===== src/rtl/mux_arb_reg.sv =====
// mux_arb_reg: registered N-to-1 channel multiplexer with valid/ready
// handshaking on every input and on the output. The arbitration mode is
// fixed at elaboration: round-robin, fixed priority, or external select.
//
// state    | meaning
// ---------+--------------------------------------------------
// ST_EMPTY | output register holds no word (out_valid = 0)
// ST_FULL  | output register holds a word awaiting out_ready
module mux_arb_reg #(
    parameter int WIDTH    = 32,
    parameter int CHANNELS = 16,
    parameter int SEL_W    = $clog2(CHANNELS),
    parameter int MODE     = 0
) (
    input  logic                       clock,
    input  logic                       reset_n,
    input  logic [CHANNELS*WIDTH-1:0]  in_data,
    input  logic [CHANNELS-1:0]        in_valid,
    output logic [CHANNELS-1:0]        in_ready,
    input  logic [SEL_W-1:0]           ext_sel,
    output logic [WIDTH-1:0]           out_data,
    output logic [SEL_W-1:0]           out_chan,
    output logic                       out_valid,
    input  logic                       out_ready
);

    typedef enum logic {
        ST_EMPTY = 1'b0,
        ST_FULL  = 1'b1
    } state_t;

    state_t              state;
    state_t              state_nxt;
    logic [SEL_W-1:0]    ptr;
    logic [CHANNELS-1:0] grant;
    logic [SEL_W-1:0]    gnt_idx;
    logic                gnt_any;
    logic                load_en;
    logic                xfer;
    logic [WIDTH-1:0]    sel_data;

    // One-hot grant from the requests; round-robin uses two passes (at or
    // above ptr first, then from zero) so no modulo arithmetic is needed.
    always_comb begin
        grant   = '0;
        gnt_idx = '0;
        gnt_any = 1'b0;
        case (MODE)
            0: begin
                for (int j = 0; j < CHANNELS; j++) begin
                    if (!gnt_any && in_valid[j] && (SEL_W'(j) >= ptr)) begin
                        grant[j] = 1'b1;
                        gnt_idx  = SEL_W'(j);
                        gnt_any  = 1'b1;
                    end
                end
                for (int j = 0; j < CHANNELS; j++) begin
                    if (!gnt_any && in_valid[j]) begin
                        grant[j] = 1'b1;
                        gnt_idx  = SEL_W'(j);
                        gnt_any  = 1'b1;
                    end
                end
            end
            1: begin
                for (int j = 0; j < CHANNELS; j++) begin
                    if (!gnt_any && in_valid[j]) begin
                        grant[j] = 1'b1;
                        gnt_idx  = SEL_W'(j);
                        gnt_any  = 1'b1;
                    end
                end
            end
            2: begin
                // An out-of-range ext_sel matches no channel, so no grant.
                for (int j = 0; j < CHANNELS; j++) begin
                    if (in_valid[j] && (ext_sel == SEL_W'(j))) begin
                        grant[j] = 1'b1;
                        gnt_idx  = SEL_W'(j);
                        gnt_any  = 1'b1;
                    end
                end
            end
            default: ;
        endcase
    end

    // Handshake: the register can take a word when empty or draining.
    // reset_n gates in_ready so producers see no accept during reset.
    always_comb begin
        load_en  = !out_valid || out_ready;
        in_ready = grant & {CHANNELS{load_en & reset_n}};
        xfer     = gnt_any & load_en;
    end

    // AND-OR select of the granted channel's data.
    always_comb begin
        sel_data = '0;
        for (int j = 0; j < CHANNELS; j++) begin
            if (grant[j]) begin
                sel_data = in_data[j*WIDTH +: WIDTH];
            end
        end
    end

    // Next state: only move when the register is allowed to load.
    always_comb begin
        state_nxt = state;
        if (load_en) begin
            state_nxt = gnt_any ? ST_FULL : ST_EMPTY;
        end
    end

    assign out_valid = (state == ST_FULL);

    // State register.
    always_ff @(posedge clock or negedge reset_n) begin
        if (!reset_n) begin
            state <= ST_EMPTY;
        end else begin
            state <= state_nxt;
        end
    end

    // Output word and round-robin pointer update on a transfer only.
    always_ff @(posedge clock or negedge reset_n) begin
        if (!reset_n) begin
            out_data <= '0;
            out_chan <= '0;
            ptr      <= '0;
        end else if (xfer) begin
            out_data <= sel_data;
            out_chan <= gnt_idx;
            ptr      <= (gnt_idx == SEL_W'(CHANNELS - 1)) ? '0 : gnt_idx + SEL_W'(1);
        end
    end

endmodule


===== config.mk =====
export PLATFORM = sky130hd
export DESIGN_NAME = mux_arb_reg
export DESIGN_NICKNAME = d
export VERILOG_FILES = /design/src/rtl/mux_arb_reg.sv
export SDC_FILE = /design/constraint.sdc
export NUM_CORES = 1
export LEC_CHECK = 0
export ABC_AREA = 1
export CAP_MARGIN = 10
export CELL_PAD_IN_SITES_DETAIL_PLACEMENT = 1
export CELL_PAD_IN_SITES_GLOBAL_PLACEMENT = 1
export CORE_AREA = 2 2 230 232
export CTS_BUF_LIST = sky130_fd_sc_hd__clkbuf_4 sky130_fd_sc_hd__clkbuf_8
export DETAILED_ROUTE_END_ITERATION = 6
export DIE_AREA = 0 0 232 234
export DONT_BUFFER_PORTS = 1
export GPL_ROUTABILITY_DRIVEN = 0
export GPL_TIMING_DRIVEN = 0
export PLACE_DENSITY = 0.33
export SLEW_MARGIN = 40
export SYNTH_ARGS = -nofsm -noshare
export SYNTH_HDL_FRONTEND = slang
export SYNTH_SLANG_ARGS = --single-unit

===== constraint.sdc =====
create_clock -name clock -period 6 [get_ports clock]
set_input_delay 0 -clock clock [delete_from_list [all_inputs] [get_ports clock]]
set_output_delay 0 -clock clock [all_outputs]
set_load 0.02 [all_outputs]

# Yosys cells after proc, flatten, opt, wreduce, memory -nomap -nowiden
# Cells that the tools add are included.
# W data, S select, Z words.
# classes
add_sub_neg,1
reduce_logical,80
eq_ne,1
order_cmp,16
mux,112
bitwise_logic,3
# ops
operator,count
$mux W32,16
$mux W4,30
$mux W1,65
$logic_and A1 B1 Y1,47
$ge A4 B4 Y1 const A,8
$logic_not A1 Y1,32
$and A16 B16 Y16,1
$ge A3 B4 Y1 const A,4
$ge A1 B4 Y1 const A,2
$ge A2 B4 Y1 const A,2
$add A4 B1 Y4 const B,1
$eq A4 B4 Y1 const B,1
$and A1 B1 Y1,2
$mux W2,1
$logic_or A1 B1 Y1,1
# word_totals
elab_cells,217
regBits,41
inputBits,535
output_inout_bits,53

# Longest topological paths before layout
# Gate-level depths: netlist of the first run.
# depth
word_depth,113
depth_mapped,28
depth_no_buf,27

# Worst setup path after synthesis of the first run
# No wires, ideal clock.
# synth_path
path_type,reg-to-reg
from,register ptr[3]
to,register ptr[3]
stages_incl_launch_ff,24
arrival_time_ns,2.958
setup_ns,0.117
setup_slack_ns,2.926
n_path_buf,2
synth_period_minus_slack_ns,3.074
cell_sequence,dfrtp_1 -> buf_4 -> nor2_2 -> nand2_1 -> nand3_2 -> nor2_2 -> nand4_2 -> nor2_2 -> nand4_1 -> nor2_2 -> nand4_2 -> nor2_4 -> nand4_2 -> nor3_1 -> nand4_1 -> clkbuf_1 -> nand4_1 -> nand3b_1 -> ha_1 -> nand2_1 -> nand2_1 -> nand2_1 -> nand2_1 -> nand2_1
# synth_via
elab_chain_len,113
word_cells_on_any_way,161
cone_classes,add/sub (1); order compare (16); eq/ne (1); mux (64); bitwise (1); reduce/logical (78)
# synth_lines
item,line_no,text
"start, declared",34,logic [SEL_W-1:0] ptr;
"start signal, assigned",134,ptr <= (gnt_idx == SEL_W'(CHANNELS - 1)) ? '0 : gnt_idx + SEL_W'(1);
$ge A1 B4 Y1,51,if (!gnt_any && in_valid[j] && (SEL_W'(j) >= ptr)) begin
$logic_and A1 B1 Y1,51,
$mux W1,51,
$logic_not A1 Y1,51,
$logic_and A1 B1 Y1 (2 in a row),51,
$mux W1,51,
$logic_not A1 Y1,51,
$logic_and A1 B1 Y1 (2 in a row),51,
(+96 left out),-,
$logic_and A1 B1 Y1,58,if (!gnt_any && in_valid[j]) begin
$mux W1,58,
$logic_not A1 Y1,58,
$logic_and A1 B1 Y1,58,
$mux W4 *,58,
via gnt_idx[1],36,logic [SEL_W-1:0] gnt_idx;
$add A4 B1 Y4 or $eq A4 B4 Y1 (tied branches),134,
$mux W4 *,134,
# The timed path passes the listed nets; every way through them passes the cells marked *.
# A chain may end at the register's enable or synchronous reset.

# Final worst setup path of the first run
# layout_path
from,register ptr[1]
to,register out_data[28]
# layout_via
elab_chain_len,112
word_cells_on_any_way,174
cone_classes,order compare (16); mux (79); bitwise (1); reduce/logical (78)
# layout_lines
item,line_no,text
$ge A1 B4 Y1,51,
$logic_and A1 B1 Y1,51,
$mux W1,51,
$logic_not A1 Y1,51,
$logic_and A1 B1 Y1 (2 in a row),51,
$mux W1,51,
$logic_not A1 Y1,51,
$logic_and A1 B1 Y1 (2 in a row),51,
(+94 left out),-,
$mux W1,58,
$logic_not A1 Y1,58,
$logic_and A1 B1 Y1,58,
$mux W1,58,
$logic_not A1 Y1,58,
$logic_and A1 B1 Y1,58,
$mux W1,58,
$mux W32 or $and A1 B1 Y1 (tied branches),"100, 93",
"end signal, assigned",132,out_data <= sel_data;
"end, declared",21,"output logic [WIDTH-1:0] out_data,"
# Parallel ways exist; a longest one is shown, timed or not.

==> results of run 1 <==
==> cell type report <==
cell class	instances	area [µm²]	share of cell area, %
antenna	3	7.507	0.08691
buffer	70	341.6	3.954
clock buffer	5	68.82	0.7966
clock inverter	2	35.03	0.4056
inverter	150	563.0	6.518
multi-input combinational	1161	5087	58.89
sequential	41	1026	11.88
tap	688	860.8	9.965
timing repair buffer	63	648.1	7.503
==> layer usage <==
metal	GRT usage, %	wire length, µm	vias to the layer above	share of wire [%]
li1	-	-	4540	-
met3	4.572	3559	34	7.0
met4	4.327	1231	4	2.4
met1	19.75	20140	4327	40
met2	32.75	25550	375	51
met5	0	23	-	0.046
==> kinds of logic (layout without fill, tap and decap cells) <==
kind of cell / count (synthesis) / after routing / synth area share (%)
buffers and inverters: 220 / 290 / 12.88
adders and majority gates: 1 / 1 / 0.1784
and+or+nand+nor: 1006 / 1006 / 58.88
other: 0 / 3 / 0
AOI/OAI and AO/OA: 154 / 154 / 13.43
DFF: 41 / 41 / 14.63
==> worst min-delay path, stage by stage <==
cell	delay, ns
sky130_fd_sc_hd__a21oi_1	0.04
sky130_fd_sc_hd__nand2_1	0.10
sky130_fd_sc_hd__nand2_1	0.06
sky130_fd_sc_hd__nand2_1	0.06
==> sequential cells by signal (all words and copies together) (netlist names) <==
register and count:
out_data 32, out_chan 4, ptr 4, out_valid 1
==> cell usage after synthesis (2+ instances only) <==
master / number
sky130_fd_sc_hd__a21boi_0: 44
sky130_fd_sc_hd__a21boi_1: 20
sky130_fd_sc_hd__a21oi_1: 79
sky130_fd_sc_hd__a31oi_1: 2
sky130_fd_sc_hd__buf_1: 4
sky130_fd_sc_hd__buf_2: 20
sky130_fd_sc_hd__buf_4: 8
sky130_fd_sc_hd__buf_6: 3
sky130_fd_sc_hd__clkbuf_1: 35
sky130_fd_sc_hd__dfrtp_1: 41
sky130_fd_sc_hd__inv_1: 147
sky130_fd_sc_hd__inv_2: 3
sky130_fd_sc_hd__nand2_1: 523
sky130_fd_sc_hd__nand2_2: 4
sky130_fd_sc_hd__nand3_1: 112
sky130_fd_sc_hd__nand3_2: 3
sky130_fd_sc_hd__nand4_1: 15
sky130_fd_sc_hd__nand4_2: 6
sky130_fd_sc_hd__nor2_1: 309
sky130_fd_sc_hd__nor2_2: 17
sky130_fd_sc_hd__nor2_4: 3
sky130_fd_sc_hd__nor3_1: 8
sky130_fd_sc_hd__nor4_1: 2
sky130_fd_sc_hd__o21ai_0: 5
==> power by group <==
part / switching (mW) / internal (mW) / leakage (nW)
Combinational: 1.51 / 0.718 / 3.78
Sequential: 0.293 / 0.402 / 0.506
Clock: 0.106 / 0.121 / 0.0540
==> worst max-delay path by stage <==
stage	endpoint	slack, ns	cells past startpoint
3_5_place_dp	out_data[27]$_DFFE_PN0P_	1.09	23
4_1_cts	out_data[27]$_DFFE_PN0P_	0.55	24
3_3_place_gp	out_data[27]$_DFFE_PN0P_	1.10	23
5_1_grt	out_data[28]$_DFFE_PN0P_	0.23	28
6_report	out_data[28]$_DFFE_PN0P_	0.68	24
2_1_floorplan	ptr[3]$_DFFE_PN0P_	2.93	23
==> stage by stage <==
stage	area [µm²]	hold slack, ns	cells	worst slack, ns
global route	8638	0.01071	2183	0.2337
finish	8638	-0.01423	2183	0.6794
global placement	7874	-0.2945	2110	1.102
CTS	8627	0.001417	2180	0.5493
floorplan	7013	-0.2956	1422	2.926
detailed placement	7875	-0.2941	2110	1.094
==> repair_timing <==
action,4_1_cts,5_1_grt
hold buffers,63,0
hold endpoints to repair,74,0
gates resized for setup,0,0
==> results.txt, run 1 <==
Count of unresolved DRC violations after routing - 0
Actual transition at the worst max-transition pin - 0.7629 ns
Data arrival time of the critical path - 5.52 ns
Cts bufs inserted - 5
Share of synthesized flip-flops with an asynchronous set or reset - 100.0%
Fraction of final layout cells with drive strength greater than 1 - 5.161%
I/O pin count - 588
Timing-limited maximum frequency - 187.9 MHz
Maximum buffer depth of the clock tree - 2
Largest cells by area after synthesis - sky130_fd_sc_hd__nand2_1 28%, sky130_fd_sc_hd__nor2_1 17%, sky130_fd_sc_hd__dfrtp_1 15%
Number of fill cells - 6,738
Count of port buffers added during placement - 0
CTS tree - done
Number of DRC markers after the initial detailed-route iteration - 325
Power Density - 364.3 nW/µm²
Master of the slowest instance on the critical path - sky130_fd_sc_hd__clkbuf_1
Wire length of the first global-routing pass - 68,600 µm
Synth Register Bits - 41
Category of the most critical setup path - reg2reg
DIE AREA - 54,290 µm²
Area Growth Syn to Fin - 23.18%
Largest stage delay on the critical path - 0.63 ns
Synth unique cells - 33
FF-to-FF setup slack - 0.68 ns
Cell family contributing the most delay on the critical path - simple AND/OR/NAND/NOR gates
Post-Syn Area per Cell - 4.932 µm²
Critical register-to-register path endpoint - out_data[28]$_DFFE_PN0P_
Number of global-route vias before repair - 9,928
Worst Setup SP - ptr[1]$_DFFE_PN0P_
Pins Over Slew Limit - 0
Overall power - 3.147 mW
Cells on worst reg2reg path - 24
Most common library cell in the layout ignoring fill and taps - sky130_fd_sc_hd__nand2_1
Post-CTS Setup Bufs - 0
Average detailed-routed wire length per instance - 23.14 µm
Setup repair after global routing missed its margin - false
VDD IR max - 90.45 µV
Result of the run - finished with violations
Setup TNS after final layout - 0 ns
Starting density of the core - 13.48%
Clock insertion delay at the later pin of the skew report - 0.30 ns
Post-Route Skew - 0.007618 ns
Area fraction of the dominant cell type after synthesis - 27.99%
Die outline height - 234 µm
Reg2Reg Launch Point - ptr[1]$_DFFE_PN0P_
Placement Rows - 84
Hold Worst Slack - -0.01423 ns
Number of vias in the routed layout - 9,280
Number of nets in the synthesized netlist - 1,958
Slew headroom - 48.95%
Number of sinks handled by clock tree synthesis - 41
EDFF count, synth - 0
Area of the core region - 52,020 µm²
Largest net degree at the start of global routing - 42
Hold Fails Final Rpt - 2
Netlist area before placement - 7013 µm²
Count of mapped cells out of synthesis - 1,422
Class of the worst hold path - in2reg
Number of optimization iterations in the first detailed-route pass - 6
Cell count of the worst hold path - 4
Setup Viol. Count Final - 0
Ordered list of cells on the worst path - nor2_2 > nor2_1 > nor3_1 > inv_1 > nand4_2 > nor2_2 > nand4_1 > nor2_2 > nand4_2 > nor2_4 > nand4_2 > nor3_1 > nand4_1 > clkbuf_1 > a21boi_1 > nor2_1 > nand3_1 > nor2_1 > nand3_1 > nor2_1 > nand2_1 > nand2_1 > dlygate4sd3_1 > nand2_1
Sort of element at the end of the critical path - flop
Main flop type after synthesis - sky130_fd_sc_hd__dfrtp_1
Data required time of the worst path - 6.20 ns
Overall overflow remaining after global route - 0
Violated checks - hold timing
Detail-routed via count per cell - 4.251
Root buf cell - sky130_fd_sc_hd__clkbuf_8
Cell type with the highest aggregate area in the netlist - sky130_fd_sc_hd__nand2_1
Dpl hpwl - 44,560 µm
Sink of the worst hold path - out_data[18]$_DFFE_PN0P_
H-tree depth reported by CTS - 2
Antenna violations before repair - 5
Final core area utilization - 16.60%
Antenna viol nets, final - 0
Die Span X - 232 µm
Sequential fraction of the synthesis area - 14.63%
Kind of launch point of the worst setup path - flop
WL final - 50,510 µm
Final cycle utilization of the critical path - 88.68%
GRT Overall Usage - 17.56%
Buf/Inv on CP - 3
Start point of the worst min-delay path - in_data[466]
Final critical path time including I/O delays and setup - 5.321 ns
Maximum capacitance violations - 0
Leakage power - 4.337 nW
Clock Pin Slew Worst Setup and Hold Paths - 0.09 ns
Most Frequent Cell on Critical Path - sky130_fd_sc_hd__nor2_1
CP max FO - 10
Most used cells in the layout excluding fill and tap cells - 523 x sky130_fd_sc_hd__nand2_1, 309 x sky130_fd_sc_hd__nor2_1, 147 x sky130_fd_sc_hd__inv_1, 112 x sky130_fd_sc_hd__nand3_1, 78 x sky130_fd_sc_hd__a21oi_1
Final net count - 2,028
Ys Warns - 0
Power figures use the tool's default switching activity.
==> run 2, diff against run 1 <==
Settings changed: ABC_AREA 1 to unset, CORE_AREA 2 2 230 232 to 2 2 227 229, DIE_AREA 0 0 232 234 to 0 0 229 231, PLACE_DENSITY 0.33 to 0.35, SKIP_LAST_GASP set to 1.
==> results.txt, run 2 <==
Final net count - 1,740
Post-cts hold buffer count - 68
Power share of the sequential group - 17.0%
Data arrival time of the critical path - 5.35 ns
VDD IR max - 124.8 µV
Starting density of the core - 16.39%
Cell type with the highest aggregate area in the netlist - sky130_fd_sc_hd__dfrtp_1
Share of synthesized flip-flops with an asynchronous set or reset - 100.0%
Largest net degree at the start of global routing - 42
Hold Worst Slack - 0.1809 ns
EDFF count, synth - 0
Maximum capacitance violations - 0
Clock Pin Slew Worst Setup and Hold Paths - 0.11 ns
Sw power - 2.572 mW
Actual transition at the worst max-transition pin - 0.8772 ns
Category of the most critical setup path - reg2reg
Number of optimization iterations in the first detailed-route pass - 5
Synth Register Bits - 41
Synth unique cells - 68
Ys Warns - 0
Dpl hpwl - 58,530 µm
Final core area utilization - 19.78%
Largest cells by area after synthesis - sky130_fd_sc_hd__dfrtp_1 12%, sky130_fd_sc_hd__nor3_1 8.4%, sky130_fd_sc_hd__a221o_1 7.6%
Most Frequent Cell on Critical Path - sky130_fd_sc_hd__nand4_1
GRT Overall Usage - 27.33%
Post-cts sizing count - 0
Die outline height - 231 µm
Antenna viol nets, final - 0
Number of nets in the synthesized netlist - 1,663
Number of DRC markers after the initial detailed-route iteration - 688
Main flop type after synthesis - sky130_fd_sc_hd__dfrtp_1
Average detailed-routed wire length per instance - 39.78 µm
Die Span X - 229 µm
Master of the slowest instance on the critical path - sky130_fd_sc_hd__o2111ai_2
Critical register-to-register path endpoint - out_data[24]$_DFFE_PN0P_
Largest register FFs - 32
Count of port buffers added during placement - 0
Cell types with the highest counts after synthesis - 139 x sky130_fd_sc_hd__nor3_1, 90 x sky130_fd_sc_hd__clkbuf_1, 66 x sky130_fd_sc_hd__o22a_1, 64 x sky130_fd_sc_hd__o211ai_1, 63 x sky130_fd_sc_hd__a221o_1
Pins Over Slew Limit - 0
Library cell with the highest instance count after synthesis - sky130_fd_sc_hd__nor3_1
Cells on worst reg2reg path - 11
Setup repair after global routing missed its margin - false
I/O pin count - 588
Overall power - 4.424 mW
Largest stage delay on the critical path - 0.81 ns
Setup Viol. Count Final - 0
Setup TNS after final layout - 0 ns
Fraction of final layout cells with drive strength greater than 1 - 10.04%
Count of unresolved DRC violations after routing - 0
H-tree depth reported by CTS - 2
Total stage count of the critical path - 11
Final cycle utilization of the critical path - 83.76%
Area Growth Syn to Fin - 20.71%
Count of mapped cells out of synthesis - 1,127
Register containing the most flip-flops in the final layout - out_data
Combinational group share of total power - 77.5%
Wire length of the first global-routing pass - 101,800 µm
Post-CTS Setup Bufs - 0
Overall overflow remaining after global route - 0
Placement Rows - 83
Ordered list of cells on the worst path - buf_4 > nand4_1 > a211o_1 > a21oi_4 > nand4_1 > o2111ai_2 > clkbuf_1 > a221o_1 > o211ai_1 > a41oi_2 > dlygate4sd3_1
Hold Fails Final Rpt - 0
Post-Route Skew - 0.01169 ns
WL final - 75,190 µm
Sort of element at the end of the critical path - flop
Kind of launch point of the worst setup path - flop
Maximum buffer depth of the clock tree - 2
Leakage power - 3.094 nW
Cell Count Post-Placement - 1,808
Clock insertion delay at the later pin of the skew report - 0.39 ns
Antenna violations before repair - 9
Buf/Inv on CP - 3
Reg2Reg Launch Point - ptr[2]$_DFFE_PN0P_
Detail-routed via count per cell - 5.966
Final critical path time including I/O delays and setup - 5.026 ns
Cell family contributing the most delay on the critical path - compound AO/OA/AOI/OAI gates
Most common library cell in the layout ignoring fill and taps - sky130_fd_sc_hd__nor3_1
Worst Setup SP - ptr[2]$_DFFE_PN0P_
Worst Setup EP - out_data[24]$_DFFE_PN0P_
Data required time of the worst path - 6.33 ns
CTS tree - done
Power Density - 441.2 nW/µm²
Design internal power - 1.852 mW
Slew headroom - 40.01%
Fin cells - 1,890
Netlist area before placement - 8305 µm²
Post-Syn Area per Cell - 7.370 µm²
Most used cells in the layout excluding fill and tap cells - 139 x sky130_fd_sc_hd__nor3_1, 78 x sky130_fd_sc_hd__clkbuf_1, 67 x sky130_fd_sc_hd__dlygate4sd3_1, 66 x sky130_fd_sc_hd__o22a_1, 64 x sky130_fd_sc_hd__o211ai_1
Cts bufs inserted - 5
Number of fill cells - 6,208
Root buf cell - sky130_fd_sc_hd__clkbuf_8
DIE AREA - 52,900 µm²
Sequential fraction of the synthesis area - 12.35%
CP max FO - 10
Number of sinks handled by clock tree synthesis - 41
Area fraction of the dominant cell type after synthesis - 12.35%
Number of vias in the routed layout - 11,275
Largest registers - out_data: 32 flops, out_chan: 4 flops, ptr: 4 flops
Clock power frac - 5.5%
Class of the worst hold path - in2async
Area of the core region - 50,680 µm²
Number of global-route vias before repair - 12,031
FF-to-FF setup slack - 0.97 ns
Result of the run - complete, no violations
Timing-limited maximum frequency - 199.0 MHz
Net Sw Frac - 58.13%
[run 2: routing by layer]
metal,vias to the layer above,part of all wire [%],GRT usage (%)
li1,4815,-,-
met1,5790,40,31.75
met2,585,50,49.26
met3,77,7.9,7.732
met4,8,2.2,6.636
met5,-,0.072,0
[run 2: how the worst min path moves through the flow]
stage,from,slack [ns],cells after the start,end
floorplan,reset_n,-0.30,0,out_chan[0]$_DFFE_PN0P_
global placement,reset_n,-0.29,0,out_data[10]$_DFFE_PN0P_
detailed placement,reset_n,-0.29,0,out_data[10]$_DFFE_PN0P_
CTS,reset_n,0.16,2,out_data[31]$_DFFE_PN0P_
global route,reset_n,0.19,2,out_data[8]$_DFFE_PN0P_
finish,reset_n,0.18,2,out_data[8]$_DFFE_PN0P_
[run 2: power groups by stage]
stage	logic (mW)	clock network, mW	registers (mW)
after CTS	3.43	0.255	0.749
final	3.43	0.242	0.753
after floorplan	1.95	0	0.664
after detailed placement	3.11	0	0.755
after global placement	3.09	0	0.756
after global routing	3.66	0.258	0.766
[run 2: cells by family (layout without fill, tap and decap cells)]
| kind of cell | count (synthesis) | count (layout) | synth area share (%) |
|---|---|---|---|
| AOI/OAI and AO/OA | 532 | 532 | 53.16 |
| adders and majority gates | 1 | 1 | 0.1506 |
| buffers and inverters | 177 | 255 | 9.340 |
| DFF | 41 | 41 | 12.35 |
| muxes | 2 | 2 | 0.2711 |
| other | 0 | 5 | 0 |
| and+or+nand+nor | 374 | 374 | 24.72 |
[run 2: final cells by class]
cell class | count | area (µm²) | area share, %
flip-flops and latches | 41 | 1026 | 10.23
plain buffers | 138 | 644.4 | 6.427
inverters | 39 | 146.4 | 1.460
clock inverters | 2 | 10.01 | 0.09984
diodes | 5 | 12.51 | 0.1248
multi-input cells | 909 | 6545 | 65.28
repair buffers | 70 | 714.4 | 7.126
clock buffers | 6 | 76.32 | 0.7613
well taps | 680 | 850.8 | 8.486
[run 2: worst register-to-register path: stages (launching register included)]
cell and delay [ns]:
sky130_fd_sc_hd__dfrtp_1 0.58, sky130_fd_sc_hd__buf_4 0.26, sky130_fd_sc_hd__nand4_1 0.14, sky130_fd_sc_hd__a211o_1 0.37, sky130_fd_sc_hd__a21oi_4 0.35, sky130_fd_sc_hd__nand4_1 0.45
sky130_fd_sc_hd__o2111ai_2 0.81, sky130_fd_sc_hd__clkbuf_1 0.70, sky130_fd_sc_hd__a221o_1 0.26, sky130_fd_sc_hd__o211ai_1 0.27, sky130_fd_sc_hd__a41oi_2 0.21, sky130_fd_sc_hd__dlygate4sd3_1 0.57
[run 2: stage by stage]
| stage | setup slack, ns | area [µm²] |
|---|---|---|
| after CTS | 1.052 | 9996 |
| after detailed placement | 1.606 | 9211 |
| final | 0.9743 | 10030 |
| after global routing | 0.8553 | 10020 |
| after floorplan | 2.884 | 8305 |
| after global placement | 1.184 | 9156 |
==> run 3, diff against run 2 <==
Settings changed: CORE_AREA 2 2 227 229 to 2 2 228 230, DIE_AREA 0 0 229 231 to 0 0 230 232, PLACE_DENSITY 0.35 to 0.36.
Clock period 6 ns to 4.3 ns, I/O delays scaled along.
==> results.txt, run 3 (synthesis gave the netlist of run 2 again) <==
Result of the run - complete, no violations
Post-Route Skew - 0.01150 ns
Slew headroom - 38.18%
Timing-limited maximum frequency - 242.6 MHz
Cells on worst reg2reg path - 13
Pins Over Slew Limit - 0
Number of optimization iterations in the first detailed-route pass - 5
Buf/Inv on CP - 5
Area Growth Syn to Fin - 34.14%
Number of sinks handled by clock tree synthesis - 41
Sink of the worst hold path - out_data[13]$_DFFE_PN0P_
Count of port buffers added during placement - 0
Leakage power - 3.589 nW
Final instance area - 11,140 µm²
Combinational group share of total power - 76.2%
Power share of the sequential group - 17.4%
Placement Rows - 83
VDD IR max - 142.3 µV
Register containing the most flip-flops in the final layout - out_data
Root buf cell - sky130_fd_sc_hd__clkbuf_8
GRT Overall Usage - 27.14%
Fraction of final layout cells with drive strength greater than 1 - 10.69%
Category of the most critical setup path - reg2reg
Class of the worst hold path - in2reg
Number of global-route vias before repair - 12,571
Clock insertion delay at the later pin of the skew report - 0.38 ns
Antenna viol nets, final - 0
Most used cells in the layout excluding fill and tap cells - 165 x sky130_fd_sc_hd__dlygate4sd3_1, 138 x sky130_fd_sc_hd__nor3_1, 68 x sky130_fd_sc_hd__clkbuf_1, 66 x sky130_fd_sc_hd__o22a_1, 64 x sky130_fd_sc_hd__o211ai_1
Overall overflow remaining after global route - 0
Die Span X - 230 µm
Antenna violations before repair - 8
H-tree depth reported by CTS - 2
Final cycle utilization of the critical path - 95.85%
Count of unresolved DRC violations after routing - 0
Area of the core region - 50,890 µm²
Start point of the worst min-delay path - in_data[333]
Sort of element at the end of the critical path - flop
Most common library cell in the layout ignoring fill and taps - sky130_fd_sc_hd__dlygate4sd3_1
Sw power - 3.566 mW
Largest net degree at the start of global routing - 42
Largest stage delay on the critical path - 0.60 ns
Dpl hpwl - 57,920 µm
Clock Pin Slew Worst Setup and Hold Paths - 0.11 ns
Setup repair after global routing missed its margin - false
DIE AREA - 53,360 µm²
Cell count of the worst hold path - 3
Detail-routed via count per cell - 5.845
Largest registers - out_data: 32 flops, out_chan: 4 flops, ptr: 4 flops
Final critical path time including I/O delays and setup - 4.122 ns
Wire length of the first global-routing pass - 102,100 µm
Number of vias in the routed layout - 11,684
Net Sw Frac - 59.34%
Cell family contributing the most delay on the critical path - buffers and inverters
Number of fill cells - 6,199
Final net count - 1,846
Design internal power - 2.444 mW
Clock power frac - 6.4%
Average detailed-routed wire length per instance - 37.73 µm
WL final - 75,430 µm
Maximum buffer depth of the clock tree - 2
Starting density of the core - 16.32%
Data arrival time of the critical path - 4.43 ns
Number of DRC markers after the initial detailed-route iteration - 713
Actual transition at the worst max-transition pin - 0.9273 ns
Hold Fails Final Rpt - 0
Reg2Reg Launch Point - ptr[0]$_DFFE_PN0P_
FF-to-FF setup slack - 0.18 ns
Kind of launch point of the worst setup path - flop
Ordered list of cells on the worst path - nor2b_1 > o21ai_1 > and4b_1 > clkbuf_1 > and4_1 > buf_2 > nand2b_1 > clkbuf_1 > buf_2 > a21o_1 > o21ai_0 > dlygate4sd3_1 > a41oi_2
CTS tree - done
I/O pin count - 588
CP max FO - 10
Master of the slowest instance on the critical path - sky130_fd_sc_hd__dlygate4sd3_1
Largest register FFs - 32
Data required time of the worst path - 4.61 ns
Die outline height - 232 µm
Critical register-to-register path endpoint - out_data[25]$_DFFE_PN0P_
Setup TNS after final layout - 0 ns
Power Density - 539.5 nW/µm²
Area after detailed placement - 9224 µm²
Cts bufs inserted - 5
Maximum capacitance violations - 0
Setup Viol. Count Final - 0
run 3: layer usage:
metal | up-vias | track usage (%) | wire (µm)
li1 | 5020 | - | -
met1 | 5940 | 31.95 | 30480
met2 | 615 | 48.38 | 37670
met3 | 107 | 6.311 | 5090
met4 | 2 | 8.750 | 2170
met5 | - | 0 | 16
run 3: metrics by stage:
step                      hold slack (ns)  cells  setup slack [ns]  power, mW  utilization (%)
after floorplan                   -0.2956   1127             1.184      3.651                -
after global placement            -0.2874   1807           -0.6214      5.339            17.99
after detailed placement          -0.2875   1808          -0.07737      5.371            18.13
after CTS                      0.00007891   1981           0.05171      5.984            21.64
after global routing              0.01260   1997          0.001461      6.343            21.88
final                             0.02290   1999            0.1782      6.010            21.89
run 3: tightest hold or removal path: stages:
cell and delay, ns:
sky130_fd_sc_hd__a32oi_1 0.04, sky130_fd_sc_hd__and3_1 0.19, sky130_fd_sc_hd__a41oi_2 0.14
run 3: area by class of cell:
cell class | instances | area, µm² | area share (%)
diodes | 9 | 22.52 | 0.2022
plain buffers | 138 | 656.9 | 5.896
clock buffers | 5 | 68.82 | 0.6177
clock inverters | 2 | 35.03 | 0.3145
inverters | 39 | 146.4 | 1.314
multi-input cells | 909 | 6579 | 59.05
flip-flops and latches | 41 | 1026 | 9.209
well taps | 680 | 850.8 | 7.637
repair buffers | 176 | 1755 | 15.76
run 3: timing repair:
action	CTS	global route
gates resized for setup	4	9
buffers inserted	0	8
gates cloned	0	0
pin swaps	0	2
setup endpoints to repair	9	9
hold endpoints to repair	74	0
hold buffers	166	0
run 3: power groups by stage:
stage,registers [mW],logic (mW),clock network (mW)
finish,1.05,4.58,0.385
CTS,1.04,4.54,0.407
global placement,1.05,4.29,0
detailed placement,1.05,4.32,0
floorplan,0.927,2.72,0
global route,1.07,4.86,0.410
run 3: how the worst max path moves through the flow:
stage                  startpoint                        to  slack [ns]  cells past startpoint
3_5_place_dp   ptr[0]$_DFFE_PN0P_  out_data[23]$_DFFE_PN0P_       -0.08                     10
2_1_floorplan  ptr[1]$_DFFE_PN0P_        ptr[2]$_DFFE_PN0P_        1.18                     15
3_3_place_gp   ptr[1]$_DFFE_PN0P_        ptr[3]$_DFFE_PN0P_       -0.62                     14
4_1_cts        ptr[0]$_DFFE_PN0P_  out_data[18]$_DFFE_PN0P_        0.05                     12
5_1_grt        ptr[1]$_DFFE_PN0P_        ptr[2]$_DFFE_PN0P_       0.001                     15
6_report       ptr[0]$_DFFE_PN0P_  out_data[25]$_DFFE_PN0P_        0.18                     13
